==> config.mk <==
export PLATFORM = sky130hd
export DESIGN_NAME = factocon_mul
export DESIGN_NICKNAME = d
export VERILOG_FILES = /design/src/rtl/factocon_mul.sv
export SDC_FILE = /design/constraint.sdc
export NUM_CORES = 1
export LEC_CHECK = 0
export BUFFER_PORTS_ARGS = -buffer_cell sky130_fd_sc_hd__buf_4
export CAP_MARGIN = 20
export CORE_MARGIN = 3
export CORE_UTILIZATION = 46
export CTS_CLUSTER_SIZE = 10
export DETAILED_ROUTE_END_ITERATION = 7
export PLACE_DENSITY = 0.69
export SLEW_MARGIN = 10
export SYNTH_ARGS = -nofsm -noshare
export SYNTH_HDL_FRONTEND = slang
export SYNTH_SLANG_ARGS = --single-unit
==> constraint.sdc <==
create_clock -name clk -period 4.5 [get_ports clk]
set_clock_uncertainty 0.1 [all_clocks]
set_input_delay 0.9 -clock clk [delete_from_list [all_inputs] [get_ports clk]]
set_output_delay 0.9 -clock clk [all_outputs]
set_load 0.1 [all_outputs]
==> src/rtl/factocon_mul.sv <==
// Iterative radix-2 shift-add unsigned multiplier for the factorial datapath.
// One product bit per cycle; W+1 edges from start acceptance to op_done.
module factocon_mul #(
   parameter int unsigned W  = 64,
   parameter int unsigned CW = 7
) (
   input  logic           clk,
   input  logic           reset_n,
   input  logic           op_start,
   input  logic           op_clear,
   input  logic [W-1:0]   multiplier,
   input  logic [W-1:0]   multiplicand,
   output logic [2*W-1:0] result,
   output logic           op_done
);

   typedef enum logic [1:0] {StIdle, StExec, StDone} state_e;

   state_e         state_q;
   logic [CW-1:0]  count_q;
   logic [W-1:0]   mcand_q;
   logic [2*W-1:0] result_q;
   logic           done_q;
   logic [W:0]     sum;

   // Upper half accumulates; the low half holds the remaining multiplier bits.
   always_comb begin
      sum = {1'b0, result_q[2*W-1:W]} + {1'b0, (result_q[0] ? mcand_q : {W{1'b0}})};
   end

   always_ff @(posedge clk or negedge reset_n) begin
      if (!reset_n) begin
         state_q  <= StIdle;
         count_q  <= '0;
         mcand_q  <= '0;
         result_q <= '0;
         done_q   <= 1'b0;
      end else if (op_clear) begin
         state_q  <= StIdle;
         count_q  <= '0;
         result_q <= '0;
         done_q   <= 1'b0;
      end else begin
         unique case (state_q)
            StIdle: begin
               if (op_start) begin
                  mcand_q  <= multiplicand;
                  result_q <= {{W{1'b0}}, multiplier};
                  count_q  <= '0;
                  state_q  <= StExec;
               end
            end
            StExec: begin
               result_q <= {sum, result_q[W-1:1]};
               count_q  <= count_q + 1'b1;
               if (count_q == CW'(W - 1)) begin
                  state_q <= StDone;
                  done_q  <= 1'b1;
               end
            end
            StDone: begin
               // Held until op_clear; op_start must not retrigger.
            end
            default: begin
               state_q <= StIdle;
            end
         endcase
      end
   end

   assign result  = result_q;
   assign op_done = done_q;

endmodule

==> impl_metrics.tcl <==
set metrics [dict create \
    postRouteWirelength_um 33700 \
    final-setup-viol-count 0 \
    fmaxAchievable_mhz 264.8 \
    globalplace.congestion 0.9021 \
    critPathKind "reg2reg" \
    cts_buffer_depth 3 \
    dpl-instance-area_mm2 0.01426 \
    timing.critical_path.to_type "flip-flop" \
    die-height_um 167.6 \
    pre_repair_dr_iteration_count 5 \
    syn-cell-area_mm2 0.01201 \
    ys_top_cells_by_area "sky130_fd_sc_hd__dfrtp_1 (42%), sky130_fd_sc_hd__ha_1 (6.8%), sky130_fd_sc_hd__o21ai_0 (6.3%)" \
    synth_flop_cell "sky130_fd_sc_hd__dfrtp_1" \
    drtAntennaViolNets 0 \
    maxCapViolations 0 \
    vias_after_detailed_routing 10460 \
    crit_path_start_kind "flip-flop" \
    synthesis.instances 1291 \
    postLayoutCellArea_mm2 0.01503 \
    critical_path_required_ns 4.83 \
    worst_setup_path_startpoint "result[0]" \
    vdd_drop_max_mv 0.3061 \
    regToRegStartpoint "result[0]" \
    synth_area_per_cell_um2 9.299 \
    cts_max_level 1 \
    synthesis.yosys.warnings 0 \
    effective_utilization_at_floorplan_pct 47.27 \
    cts_num_sinks 202 \
    post_route_cells_drive_above_1_share_pct 26.05 \
    postCtsSetupBuffers 0 \
    via_per_inst 5.639 \
    global_route.usage.total_pct 23.44 \
    finalNetCount 1713 \
    final.setup.tns_ns 0 \
    rsz0062_at_grt "no" \
    yosys.cell_types.count 67 \
    worstMarginPinSlew_ns 0.8514 \
    syn_to_final_growth_pct 25.18 \
    cts_inserted_buffers 26 \
    power_per_cell_area_mw_per_mm2 378.5 \
    std_cell_rows 58 \
    clk_pin_slew_ns 0.05 \
    dp_hpwl_um 24700 \
    hp_class "in2async" \
    floorplan.die_area_mm2 0.02807 \
    antenna_found_initial 0 \
    r2r.worst_path.cells 13 \
    insertion_delay_ns 0.53 \
    min_period_ns 3.777 \
    cts_hold_buffers 0 \
    critical_path_peak_fanout 63 \
    timing.rr.end "result[126]" \
    syn_nets 1489 \
    pin_count 261 \
    cts_resized 0 \
    synth_enable_flop_cells 0 \
    netlist.top_cell.by_area "sky130_fd_sc_hd__dfrtp_1" \
    grt_overflow_total 0 \
    largest_net_degree_at_the_start_of_global_routing 97 \
    yosys_register_bits 202 \
    final-hold-violation-count 0 \
    power.static_leakage_nw 7.157 \
    worst_setup_path_endpoint "result[126]" \
    clock_root_buffer "sky130_fd_sc_hd__clkbuf_16" \
    post-layout-total-power_mw 5.689 \
    dieWidth_um 167.6 \
    relSlewSlack_pct 43.24 \
    period_share_pct 83.92 \
    drt_iter0_markers 510 \
    placeableCoreArea_mm2 0.02540 \
    arrival_ns 4.10 \
    grt_first_pass_wirelength_um 55020 \
    worst-r2r-setup-slack_ns 0.72 \
    share_of_flip_flops_with_an_asynchronous_set_or_reset_pct 100.0 \
    sequential_fraction_of_the_synthesis_area_pct 42.11 \
    drcViolationCount 0 \
    wl_per_cell_um 18.18 \
    numPortBuffers 260 \
    synthDominantCellAreaShare_pct 42.11 \
    grt_pass1_vias 10610 \
    antennaDiodeCount 0 \
    cts_tree "done" \
    outcome "complete, no violations" \
    slew_violations 0 \
]
cells by family (layout without fill, tap and decap cells):
group,count (synthesis),after routing,synth area share [%]
compound gates,429,429,22.83
xor+xnor,50,50,3.648
buf+inv,97,330,3.043
fa+ha+maj,66,66,6.941
mux,67,67,6.253
simple gates,380,380,15.17
flops,202,202,42.11
cells in the final DEF, fill, tap and decap left out, types with 10 or more instances in the layout:
cell type	count
sky130_fd_sc_hd__o21bai_1	12
sky130_fd_sc_hd__a21o_1	35
sky130_fd_sc_hd__xnor2_1	24
sky130_fd_sc_hd__mux2_2	64
sky130_fd_sc_hd__a31oi_1	13
sky130_fd_sc_hd__clkbuf_16	26
sky130_fd_sc_hd__nand2_1	181
sky130_fd_sc_hd__and3_1	10
sky130_fd_sc_hd__nand3_1	16
sky130_fd_sc_hd__dfrtp_1	202
sky130_fd_sc_hd__o21ai_0	151
sky130_fd_sc_hd__inv_1	20
sky130_fd_sc_hd__and2_1	72
sky130_fd_sc_hd__ha_1	65
sky130_fd_sc_hd__xor2_1	26
sky130_fd_sc_hd__nor2_1	34
sky130_fd_sc_hd__a22oi_1	65
sky130_fd_sc_hd__nand4_1	15
sky130_fd_sc_hd__buf_4	268
sky130_fd_sc_hd__a21oi_1	78
Yosys cell counts, drive strengths merged (2+ instances only):
library cell and number:
a41oi 3, a221oi 3, nand3 16, nand4 15, inv 20, dfrtp 202, xor2 26, a32o 5
or3 4, a21boi 7, a221o 2, o21a 4, a211oi 4, nor2b 10, or4 3, a22oi 65
buf 8, o211ai 5, or2 5, a21o 35, a21oi 82, nand2 181, mux2 64, nor3 10
a22o 9, nor3b 6, o21ai 159, a31oi 13, and3 11, xnor2 24, and2 73, o21bai 12
nor2 35, o31ai 6, ha 65, mux2i 3, nand2b 8, clkbuf 69
layer usage:
layer,up-vias,global-route usage (%),wire length [um]
li1,5094,-,-
met1,4944,31.14,14490
met2,358,38.01,15480
met3,59,6.185,2721
met4,0,6.795,1002
met5,-,0,0
state kept, by name, indices dropped and copies added, names as in the netlist:
register	flops
count_q	7
mcand_q	64
op_done	1
result	128
state_q	2
worst max-delay path, cell delays in order, from the launching register on:
cell and delay (ns):
sky130_fd_sc_hd__dfrtp_1 0.43, sky130_fd_sc_hd__buf_12 0.21, sky130_fd_sc_hd__and2_1 0.17, sky130_fd_sc_hd__ha_1 0.35, sky130_fd_sc_hd__nand2_1 0.13, sky130_fd_sc_hd__o211a_1 0.27
sky130_fd_sc_hd__a211oi_2 0.29, sky130_fd_sc_hd__a21oi_1 0.13, sky130_fd_sc_hd__a21boi_1 0.22, sky130_fd_sc_hd__o21ai_0 0.25, sky130_fd_sc_hd__a211oi_1 0.34, sky130_fd_sc_hd__a2bb2oi_1 0.38
sky130_fd_sc_hd__a21boi_0 0.14, sky130_fd_sc_hd__o311ai_1 0.24
per-stage QoR:
step	hold slack, ns	std cells	util [%]	setup slack, ns
after global routing	0.4087	1854	59.17	0.4152
after detailed placement	0.3884	1817	56.14	0.7126
after floorplan	0.3502	1291	-	0.3426
after global placement	0.3744	1817	56.14	0.8461
after CTS	0.3813	1854	59.17	0.6972
final	0.3505	1854	59.17	0.7234
area by class of cell:
type / count / area [um^2]
sequential: 202 / 5055
clock buffer: 30 / 695.7
multi-input combinational: 992 / 6610
timing repair buffer: 273 / 2106
fill: 2253 / 10370
inverter: 20 / 75.07
tap: 330 / 412.9
clock inverter: 7 / 73.82
report_power, final:
group / switching (mW) / internal [mW]
registers: 0.156 / 2.03
logic: 1.10 / 0.483
clock network: 0.772 / 1.14
total: 2.03 / 3.66
worst min path at each step:
stage / end / cells past startpoint / from
final: result[82] / 1 / reset_n
after CTS: result[82] / 1 / reset_n
after global placement: count_q[5] / 1 / count_q[5]
after floorplan: count_q[5] / 1 / count_q[5]
after detailed placement: count_q[5] / 1 / count_q[5]
after global routing: result[82] / 1 / reset_n
No activity file was read; power rests on OpenSTA's default activity.
